**config.mk**
```make
export PLATFORM = sky130hd
export DESIGN_NAME = mult_seq_ctrl
export DESIGN_NICKNAME = d
export VERILOG_FILES = /design/src/rtl/mult_seq_ctrl.sv
export SDC_FILE = /design/constraint.sdc
export NUM_CORES = 1
export LEC_CHECK = 0
export BUFFER_PORTS_ARGS = -buffer_cell sky130_fd_sc_hd__buf_2
export CAP_MARGIN = 40
export CORE_MARGIN = 5
export CORE_UTILIZATION = 46
export DETAILED_ROUTE_END_ITERATION = 6
export PLACE_DENSITY = 0.71
export SYNTH_ARGS = -nofsm -noshare
export SYNTH_HDL_FRONTEND = slang
export SYNTH_SLANG_ARGS = --single-unit
```
**constraint.sdc**
```tcl
create_clock -name clk_i -period 4.2 [get_ports clk_i]
set_clock_uncertainty 0.2 [all_clocks]
set_input_delay 0.63 -clock clk_i [delete_from_list [all_inputs] [get_ports clk_i]]
set_output_delay 0.63 -clock clk_i [all_outputs]
set_load 0.01 [all_outputs]
```
**src/rtl/mult_seq_ctrl.sv**
```systemverilog
// mult_seq_ctrl
//
// Multi-cycle sequencer for the signed MIPS-style mult instruction.
// The block watches the ALU control code and operands in the execute
// stage. When a valid multiply appears it stalls the pipeline and forms
// the signed 2*WIDTH-bit product. It uses one radix-2 shift-add step per
// cycle on the operand magnitudes, then fixes up the sign.
//
// Ports:
//   clk_i       clock, all state changes on the rising edge
//   rst_i       synchronous active-high reset
//   valid_i     execute-stage instruction is valid
//   alu_ctrl_i  ALU control code; MULT_CODE launches a multiply
//   src1_i      multiplicand (rs), two's complement
//   src2_i      multiplier (rt), two's complement
//   flush_i     cancels an in-flight multiply, suppresses a new one
//   busy_o      multiply in progress (RUN or SIGN)
//   stall_o     hold the pipeline (combinational)
//   done_o      one-cycle pulse, hi_o/lo_o were just updated
//   hi_o        product bits [2*WIDTH-1:WIDTH]
//   lo_o        product bits [WIDTH-1:0]

module mult_seq_ctrl #(
  parameter int         WIDTH     = 32,
  parameter logic [3:0] MULT_CODE = 4'b1111
) (
  input  logic             clk_i,
  input  logic             rst_i,
  input  logic             valid_i,
  input  logic [3:0]       alu_ctrl_i,
  input  logic [WIDTH-1:0] src1_i,
  input  logic [WIDTH-1:0] src2_i,
  input  logic             flush_i,
  output logic             busy_o,
  output logic             stall_o,
  output logic             done_o,
  output logic [WIDTH-1:0] hi_o,
  output logic [WIDTH-1:0] lo_o
);

  localparam int CW = (WIDTH > 1) ? $clog2(WIDTH) : 1;

  typedef enum logic [1:0] {
    IDLE,
    RUN,
    SIGN
  } state_t;

  state_t               state;
  logic [WIDTH-1:0]     mcand;
  logic [WIDTH-1:0]     mplier;
  logic [WIDTH:0]       acc;
  logic                 neg;
  logic [CW-1:0]        count;

  logic                 start;
  logic [WIDTH-1:0]     mag1;
  logic [WIDTH-1:0]     mag2;
  logic [WIDTH:0]       sum;
  logic [2*WIDTH-1:0]   product;
  logic [2*WIDTH-1:0]   result;

  assign start   = valid_i & (alu_ctrl_i == MULT_CODE) & (state == IDLE) & ~flush_i;
  assign stall_o = busy_o | start;

  // Unsigned negation maps the most negative value onto 2^(WIDTH-1),
  // which still fits in WIDTH unsigned bits.
  assign mag1 = src1_i[WIDTH-1] ? -src1_i : src1_i;
  assign mag2 = src2_i[WIDTH-1] ? -src2_i : src2_i;

  // Partial sum carries one extra bit so the add never loses a carry.
  assign sum = mplier[0] ? (acc + {1'b0, mcand}) : acc;

  // After WIDTH shifts the low product bits have migrated into mplier.
  assign product = {acc[WIDTH-1:0], mplier};
  assign result  = neg ? -product : product;

  // Single sequencer: registered busy/done/hi/lo move with the state.
  // A flush wins over the step or the final write, so a cancelled
  // multiply never touches hi_o/lo_o.
  always_ff @(posedge clk_i) begin
    if (rst_i) begin
      state  <= IDLE;
      mcand  <= '0;
      mplier <= '0;
      acc    <= '0;
      neg    <= 1'b0;
      count  <= '0;
      busy_o <= 1'b0;
      done_o <= 1'b0;
      hi_o   <= '0;
      lo_o   <= '0;
    end else begin
      done_o <= 1'b0;
      case (state)
        IDLE: begin
          if (start) begin
            mcand  <= mag1;
            mplier <= mag2;
            neg    <= src1_i[WIDTH-1] ^ src2_i[WIDTH-1];
            acc    <= '0;
            count  <= '0;
            busy_o <= 1'b1;
            state  <= RUN;
          end
        end
        RUN: begin
          if (flush_i) begin
            busy_o <= 1'b0;
            state  <= IDLE;
          end else begin
            acc    <= {1'b0, sum[WIDTH:1]};
            mplier <= {sum[0], mplier[WIDTH-1:1]};
            count  <= count + CW'(1);
            if (count == CW'(WIDTH - 1)) begin
              state <= SIGN;
            end
          end
        end
        SIGN: begin
          busy_o <= 1'b0;
          state  <= IDLE;
          if (!flush_i) begin
            {hi_o, lo_o} <= result;
            done_o       <= 1'b1;
          end
        end
        default: begin
          busy_o <= 1'b0;
          state  <= IDLE;
        end
      endcase
    end
  end

endmodule

```
==> results of run 1 <==
==> area by class of cell <==
class	instances	area share [%]
multi-input cells	1110	56.9
clock buffers	17	3.44
flip-flops and latches	170	27.5
well taps	319	3.22
inverters	18	0.546
repair buffers	157	6.91
diodes	2	0.0404
clock inverters	15	1.48
==> power breakdown <==
group	switching (mW)	leakage (nW)	internal, mW
Sequential	0.0147	1.37	1.62
Clock	0.761	0.299	0.905
Combinational	0.236	3.28	0.146
Total	1.01	4.95	2.67
==> worst min-delay path by stage <==
stage | start | to | slack [ns] | cells past startpoint
after detailed placement | hi_o[8] | hi_o[8] | 0.24 | 2
after global routing | hi_o[8] | hi_o[8] | 0.27 | 2
after global placement | hi_o[21] | hi_o[21] | 0.23 | 2
after floorplan | mcand[10] | mcand[10] | 0.24 | 2
after CTS | hi_o[8] | hi_o[8] | 0.25 | 2
final | hi_o[1] | hi_o[1] | 0.25 | 2
==> metal layers <==
metal  track usage, %  wire length [microns]  vias up  share of wire, %
met2             38.4                  14800      411                45
met4             8.39                    917        0               2.8
met5                0                      0        -                 0
li1                 -                      -     5310                 -
met3             3.31                   2370       66               7.2
met1             33.3                  14700     5099                45
==> through the flow <==
stage | hold WS (ns) | cells
6_report | 0.251 | 1808
5_1_grt | 0.270 | 1807
4_1_cts | 0.253 | 1806
3_5_place_dp | 0.243 | 1774
3_3_place_gp | 0.234 | 1770
2_1_floorplan | 0.236 | 1393
==> cells in the final DEF (no fill, tap or decap), drive strengths merged, types with 37 or more instances in the layout <==
cell,netlist,final
a211oi,68,68
a21oi,103,103
o21ai,75,75
dfxtp,170,170
buf,5,157
nor2,171,171
o31ai,38,38
ha,37,37
xor2,95,95
nand2,131,131
==> kinds of logic (layout without fill, tap and decap cells) <==
kind of cell | after synthesis | in the layout | synth area share (%)
compound gates | 450 | 450 | 27.5
xor+xnor | 130 | 130 | 10.5
fa+ha+maj | 38 | 38 | 4.45
buf+inv | 113 | 207 | 3.91
flops | 170 | 170 | 31.4
mux | 14 | 14 | 1.36
other cells | 0 | 2 | 0
simple gates | 478 | 478 | 20.9
==> registers in the layout, indices dropped and copies added, names as in the netlist <==
register and cells:
acc 32, hi_o 32, lo_o 32, mcand 32, mplier 32, count 5
state 2, busy_o 1, done_o 1, neg 1
==> worst min-delay path: cells and delay by family, from the launching register on <==
kind             cells  cell delay, ns
AO/OA/AOI/OAI        1            0.05
flip-flops           1            0.31
AND/OR/NAND/NOR      1            0.05
==> metrics.cfg, run 1 <==
[status]
outcome = finished, violations left
violations = DRC

[die]
ioPinCount = 139
die_h_microns = 164
die_area_sq_um = 26700
row_count = 56
coreArea_sq_um = 23300
initial_core_util_pct = 46.5
fp.dieW_microns = 164

[final_layout]
drive_gt1_share_pct = 14.5
nets = 1584
syn2layout_area_growth_pct = 14.2
regArea_sq_um = 3400
fillers = 2241
final_area_sq_um = 12400
final_util_pct = 53.1
multiInputGateArea_sq_um = 7050

[synth]
synth_area_sq_um = 10800
async_flop_share_pct = 0
synthFlopType = dfxtp_1
ys_ff_latch = 170
ys.warnings.count = 0
netlist_top_cells_count = nor2_1 (171), dfxtp_1 (170), nand2_1 (131)
synth_top_area_share_pct = 31.4
synthCells = 1393
syn_area_per_cell_sq_um = 7.79
synthesis.nets = 1503
synth_most_common_cell = nor2_1
yosysSeqAreaShare_pct = 31.4
synth-edff-count = 0
synth_area_leader_cell = dfxtp_1
ys_types = 63
synthTopCellsByArea = dfxtp_1 (31%), xor2_1 (7.7%), nor2_1 (5.9%)

[power]
p_per_area_nw_per_um2 = 297
max-vdd-ir-drop_mv = 0.192
finalPower_mw = 3.68
leakage_nw = 4.95

[route]
wl_per_cell_microns = 18.1
drc = 1
drtIter0Drc = 1084
routed_via_density = 6.02
drt_wl_total_microns = 32800
vias = 10900
drtAntennaViolNets = 0
dr.pass1.iters = 7

[worst_setup_path]
reg2reg_depth = 8
cp-end-kind = flip-flop
worstPathRequired_ns = 4.33
worst_path_largest_cell_delay_ns = 0.84
crit_path_start = acc[4]
crit_end = acc[25]
regToRegSetupSlack_ns = 0.79
startpoint_type = flip-flop
crit_family = compound AO/OA/AOI/OAI gates
critPathBufInv = 0
critical_path_class = reg2reg
crit_path_max_fanout = 8
r2r-start = acc[4]
worstPathArrival_ns = 3.54
slowest_stage = a221oi_1
rr_endpoint = acc[25]
crit_chain = ha_1 -> a21o_1 -> a21oi_1 -> nand4_1 -> a221oi_1 -> o21ai_0 -> and3_1 -> o31a_1
crit_cells = 8

[clock_tree]
htree_levels = 4
numCtsBuffers = 17
cts_tree = done
clkLatencyLatePin_ns = 0.44
path_clk_slew_ns = 0.08
postCtsSetupBuffers = 0
cts_buffer_depth = 2
holdBufCountCts = 0
cts_num_sinks = 170
cts-root-buf = clkbuf_16
cts_resized = 0

[sta]
fin_crit_sh_pct = 81.2
fmax_ghz = 0.293
hold_viol_final = 0
slew_headroom_pct = 36.1
setup_viol = 0
max_slew.worst_pin.slew_ns = 0.958
setup_slack_ns = 0.791
grt_setup_unrepaired = no
setup_tns_ns = 0
drv_slew = 0
timing.final.crit_period_ns = 3.41

[grt]
grt_pass1_wl_microns = 52600
overflow = 0
grt_max_degree = 90
antenna_found_initial = 1
grt_usage_pct = 24.0
grt_pass1_vias = 10100

[placement]
gp_congestion = 0.934
dp_hpwl_microns = 24200
port_buffers = 138
pre_cts_ws_ns = 0.896
placed_area_sq_um = 11800

[flow_run]
maxCapViolCount = 0

[min_path]
min_path_type = reg2reg

Note: power is estimated with default switching activity, not from simulation.
==> inputs of run 2 (changes only) <==
Settings changed: PLACE_DENSITY 0.71 to 0.73.
Clock period 4.2 ns to 2.8 ns, I/O delays scaled along.
==> run 2 against run 1 <==
Compared with the run above:
- maximum frequency is 18% higher
- die area did not move
- first-iteration DRC count increased by 6.7%
- core utilization grew 6.3 points
- wire length rose by 7.4%
- worst setup slack worse by 0.87 ns
- final cell count increased by 8.1%
- largest power group unchanged
- the flow finishes with violations (setup timing)
- non-clock buffer count up 147
- sequential power rose by 49%
- sequential share of layout area fell by 2.9 points
- count of clock-buffer cells in the layout is 1 higher
==> metrics.cfg, run 2 (synthesized netlist as in run 1, its figures left out) <==
[status]
outcome = finished, violations left
violations = setup timing

[placement]
dp_cells = 1915  ; +7.9%
dp_hpwl_microns = 26500  ; +9.4%
pre_cts_ws_ns = -0.240  ; -1.14 ns
port_buffers = 138  ; unchanged
gp_congestion = 0.968  ; +3.7%

[clock_tree]
cts_tree = done
htree_levels = 4  ; unchanged
path_clk_slew_ns = 0.07  ; about the same
holdBufCountCts = 0  ; unchanged
cts_buffer_depth = 2  ; unchanged
numCtsBuffers = 17  ; unchanged
cts_num_sinks = 170  ; unchanged
clkLatencyLatePin_ns = 0.44  ; about the same
cts-root-buf = clkbuf_16

[route]
wl_per_cell_microns = 18.0  ; -0.64%
vias = 11400  ; +4.9%
drc = 0  ; -1
drtAntennaViolNets = 0  ; unchanged
drtIter0Drc = 1157  ; +6.7%
routed_via_density = 5.84  ; -3.0%
drt_wl_total_microns = 35200  ; +7.4%
dr.pass1.iters = 5  ; -2

[flow_run]
maxCapViolCount = 0  ; unchanged

[power]
p_per_area_nw_per_um2 = 423  ; +42%
max-vdd-ir-drop_mv = 0.422  ; +120%
finalPower_mw = 5.86  ; +59%
leakage_nw = 5.81  ; +17%

[worst_setup_path]
worstPathRequired_ns = 2.89  ; -1.44 ns
crit_path_max_fanout = 5  ; -3
worstPathArrival_ns = 2.96  ; -0.58 ns
startpoint_type = flip-flop
cp-end-kind = flip-flop
critical_path_class = reg2reg

[grt]
grt_usage_pct = 25.4  ; +1.3 points
grt_pass1_wl_microns = 54500  ; +3.6%
antenna_found_initial = 1  ; unchanged
overflow = 0  ; unchanged
grt_max_degree = 90  ; unchanged
grt_pass1_vias = 10300  ; +2.4%

[final_layout]
fillers = 2107  ; -6.0%
drive_gt1_share_pct = 24.7  ; +10 points
final_cell_mix = nor2_1 (168), dfxtp_1 (168), buf_4 (162), buf_2 (137), nand2_1 (130)
syn2layout_area_growth_pct = 27.7
nets = 1731  ; +9.3%
layout.cells.non_filler = 1954  ; +8.1%

[die]
fp.dieW_microns = 164  ; unchanged
coreArea_sq_um = 23300  ; unchanged
die_h_microns = 164  ; unchanged
ioPinCount = 139  ; unchanged
initial_core_util_pct = 46.5  ; unchanged
row_count = 56  ; unchanged
die_area_sq_um = 26700  ; unchanged

[sta]
timing.final.crit_period_ns = 2.88  ; -0.532 ns
slew_headroom_pct = 50.7  ; +15 points
setup_viol = 4  ; +4
fmax_ghz = 0.348  ; +18%
setup_slack_ns = -0.0768  ; -0.868 ns
fin_crit_sh_pct = 103  ; +22 points
hold_viol_final = 0  ; unchanged
drv_slew = 0  ; unchanged
max_slew.worst_pin.slew_ns = 0.738  ; -0.220 ns
grt_setup_unrepaired = yes

[min_path]
min_path_type = in2reg

## run 2: cell types whose count changed in the layout (fill, tap and decap cells not counted), moves of 3 or more
cell / previous run / this run
buf_4: 19 / 162
o21ai_0: 72 / 62
o21ai_1: 2 / 9
o41ai_1: 27 / 20
o41ai_4: 0 / 4
a21oi_1: 103 / 100
a21oi_2: 0 / 3
buf_12: 0 / 3
nor4_1: 15 / 12
o21ai_2: 0 / 3
o41ai_2: 0 / 3
## run 2: metrics by stage
stage | TNS [ns] | area, sq um | util, % | hold slack (ns)
6_report | -0.181 | 13800 | 59.3 | 0.0966
5_1_grt | -0.550 | 13800 | 59.3 | 0.0763
4_1_cts | -0.146 | 13600 | 58.3 | 0.0777
3_5_place_dp | -2.09 | 12800 | 55.1 | 0.243
3_3_place_gp | -1.34 | 12800 | 55.0 | 0.230
2_1_floorplan | -0.0149 | 10800 | - | 0.236
## run 2: worst paths after layout
check             cells after the start  slack (ns)       end  startpoint
setup / recovery                      7       -0.08  hi_o[27]  mplier[15]
hold / removal                        3         0.1  mcand[0]   src1_i[0]
setup reg to reg                      7       -0.08  hi_o[27]  mplier[15]
hold reg to reg                       2        0.25  lo_o[29]    lo_o[29]
## run 2: repair_timing
| action | in CTS | in global routing |
|---|---|---|
| buffers inserted | 1 | 5 |
| setup endpoints to repair | 20 | 41 |
| resized for setup | 15 | 48 |
| pin swaps | 3 | 26 |
## run 2: power by group
part | switching (mW) | internal (mW)
Sequential | 0.0137 | 2.43
Combinational | 0.428 | 0.320
Clock | 1.12 | 1.54
Total | 1.57 | 4.29
## run 2: routing by layer
metal	global-route usage, %	up-vias	part of all wire [%]
li1	-	5600	-
met1	35.3	5353	45
met2	40.0	406	46
met3	4.24	57	6.8
met4	8.43	0	2.7
met5	0	-	0
## run 2: area by class of cell
cell class              instances  area, sq um  share of cell area (%)
diodes                          1         2.50                  0.0181
inverters                      18         67.6                   0.488
well taps                     319          399                    2.88
repair buffers                304         1980                    14.3
multi-input cells            1110         7330                    53.0
clock inverters                14          225                    1.63
flip-flops and latches        170         3410                    24.6
clock buffers                  18          429                    3.10
## run 2: worst max-delay path, stage by stage (launching register included)
cell and delay (ns):
dfxtp_2 0.32, or4_4 0.53, or3_4 0.38, or4_4 0.56, or3_4 0.37, nand2b_4 0.15, mux2i_1 0.13, o22ai_1 0.08
==> inputs of run 3 (changes only) <==
Settings changed: GPL_TIMING_DRIVEN set to 0.
==> run 3 against run 2 <==
Compared with the run above:
- the run still ends with setup timing left
- clock power decreased by 12%
- first-iteration DRC count increased by 3.4%
- sequential cell count unchanged
- sequential power about the same
- wire length increased by 10%
- combinational power increased by 5.1%
- worst hold slack improved by 0.012 ns
- design area decreased by 3.1%
- count of clock-buffer cells in the layout decreased by 1
- non-clock buffer count decreased by 55
- highest routed layer is now met5
==> metrics.cfg, run 3 (synthesized netlist as in run 1, its figures left out) <==
[route]
drt_wl_total_microns = 38700  ; +10%
routed_via_density = 6.15  ; +5.3%
drtAntennaViolNets = 0  ; unchanged
drtIter0Drc = 1196  ; +3.4%
wl_per_cell_microns = 20.4  ; +13%
drc = 0  ; unchanged
dr.pass1.iters = 5  ; unchanged
vias = 11700  ; +2.3%

[clock_tree]
htree_levels = 4  ; unchanged
cts_num_sinks = 170  ; unchanged
cts_tree = done
clkLatencyLatePin_ns = 0.45  ; about the same
cts-root-buf = clkbuf_16
path_clk_slew_ns = 0.07  ; about the same
numCtsBuffers = 17  ; unchanged
holdBufCountCts = 0  ; unchanged
cts_buffer_depth = 2  ; unchanged

[power]
leakage_nw = 5.18  ; -11%
p_sw_mw = 1.64  ; +5.0%
max-vdd-ir-drop_mv = 0.303  ; -28%
p_int_mw = 3.93  ; -8.4%
seq_power_share_pct = 43.9  ; +2.1 points
power_frac_clock_pct = 42.0  ; -3.5 points
finalPower_mw = 5.58  ; -4.8%
p_per_area_nw_per_um2 = 416  ; -1.8%
switching_share_pct = 29.5  ; +2.8 points
p_comb_share_pct = 14.1  ; +1.3 points

[sta]
fin_crit_sh_pct = 107  ; +4.7 points
grt_setup_unrepaired = yes
fmax_ghz = 0.332  ; -4.4%
drv_slew = 0  ; unchanged
slew_headroom_pct = 23.2  ; -27 points
timing.final.crit_period_ns = 3.01  ; +0.131 ns
setup_viol = 14  ; +10
setup_slack_ns = -0.208  ; -0.131 ns
max_slew.worst_pin.slew_ns = 1.15  ; +0.414 ns
hold_viol_final = 0  ; unchanged
hold_ws_ns = 0.108  ; +0.0117 ns

[final_layout]
diodes = 0  ; -1
nets = 1676  ; -3.2%
final_cell_mix = nor2_1 (169), dfxtp_1 (140), buf_2 (137), nand2_1 (130), a21oi_1 (96)
drive_gt1_share_pct = 20.8  ; -4.0 points
final_common_cell = nor2_1
final_area_sq_um = 13400  ; -3.1%
syn2layout_area_growth_pct = 23.7

[min_path]
min_path_type = in2reg
whs_path_depth = 3  ; unchanged
hp-start = src2_i[0]
hold-path-endpoint = mplier[0]

[grt]
grt_usage_pct = 27.2  ; +1.8 points
grt_pass1_wl_microns = 57500  ; +5.5%
grt_pass1_vias = 10400  ; +0.96%
antenna_found_initial = 1  ; unchanged
grt_max_degree = 19  ; -79%
overflow = 0  ; unchanged

[status]
violations = setup timing
outcome = finished, violations left

[worst_setup_path]
critical_path_class = reg2reg
rr_endpoint = hi_o[31]
reg2reg_depth = 7  ; unchanged
regToRegSetupSlack_ns = -0.21  ; -0.13 ns
worstPathArrival_ns = 3.14  ; +0.18 ns
startpoint_type = flip-flop
crit_path_max_fanout = 5  ; unchanged
worstPathRequired_ns = 2.93  ; +0.04 ns
r2r-start = mplier[13]
cp-end-kind = flip-flop
crit_path_start = mplier[13]

[placement]
gp_congestion = 0.977  ; +0.89%
dp_hpwl_microns = 28800  ; +8.7%
placed_area_sq_um = 11900  ; -7.1%
port_buffers = 135  ; -2.2%

[die]
initial_core_util_pct = 46.5  ; unchanged
die_h_microns = 164  ; unchanged
ioPinCount = 139  ; unchanged
fp.dieW_microns = 164  ; unchanged
row_count = 56  ; unchanged
die_area_sq_um = 26700  ; unchanged
coreArea_sq_um = 23300  ; unchanged

[flow_run]
maxCapViolCount = 0  ; unchanged

## run 3: cell count changes in the layout (fill, tap and decap cells not counted), moves of 9 or more
cell / previous run / this run
ha_1: 35 / 25
dfxtp_2: 2 / 21
dfxtp_1: 168 / 140
dfxtp_4: 0 / 9
buf_4: 162 / 24
clkbuf_1: 1 / 80
## run 3: final cells by class
cell class / instances / area, sq um
buffer: 88 / 377
clock buffer: 17 / 425
clock inverter: 15 / 150
fill: 2146 / 9920
inverter: 18 / 67.6
multi-input combinational: 1110 / 7660
sequential: 170 / 3460
tap: 319 / 399
timing repair buffer: 161 / 876
## run 3: per-layer routing
layer | wire [microns] | vias up | global-route usage (%)
li1 | - | 5499 | -
met1 | 16700 | 5498 | 37.8
met2 | 17100 | 587 | 42.3
met3 | 3570 | 89 | 4.77
met4 | 1330 | 2 | 10.1
met5 | 13 | - | 0
## run 3: worst max path at each step
stage,end,cells after the start
after floorplan,hi_o[27],7
after global placement,acc[25],10
after detailed placement,hi_o[14],7
after CTS,hi_o[31],7
after global routing,hi_o[31],7
final,hi_o[31],7
## run 3: critical path: stages, from the launching register on
cell and delay, ns:
dfxtp_4 0.35, or4_4 0.51, or3_4 0.37, or4_4 0.56, or3_4 0.40, o21ai_2 0.21
xor2_2 0.22, o21ai_1 0.07
## run 3: through the flow
step / worst slack, ns / util [%] / cells / setup TNS (ns)
CTS: -0.161 / 55.6 / 1894 / -0.337
detailed placement: -0.529 / 51.1 / 1849 / -19.30
finish: -0.208 / 57.5 / 1898 / -0.905
floorplan: -0.0104 / - / 1393 / -0.0149
global placement: -0.846 / 51.1 / 1847 / -17.91
global route: -0.266 / 57.5 / 1898 / -2.63
## run 3: power groups by stage
stage          clock network [mW]  registers, mW  logic (mW)
2_1_floorplan                   0           2.50       0.375
3_3_place_gp                    0           2.51       0.586
3_5_place_dp                    0           2.51       0.591
4_1_cts                      2.34           2.45       0.707
5_1_grt                      2.44           2.45       0.834
6_report                     2.34           2.45       0.786
## run 3: repair_timing
item | 4_1_cts | 5_1_grt
resized for setup | 81 | 89
setup buffers | 15 | 8
endpoints found under the setup margin | 56 | 63
gates cloned | 1 | 0
pin swaps | 17 | 21
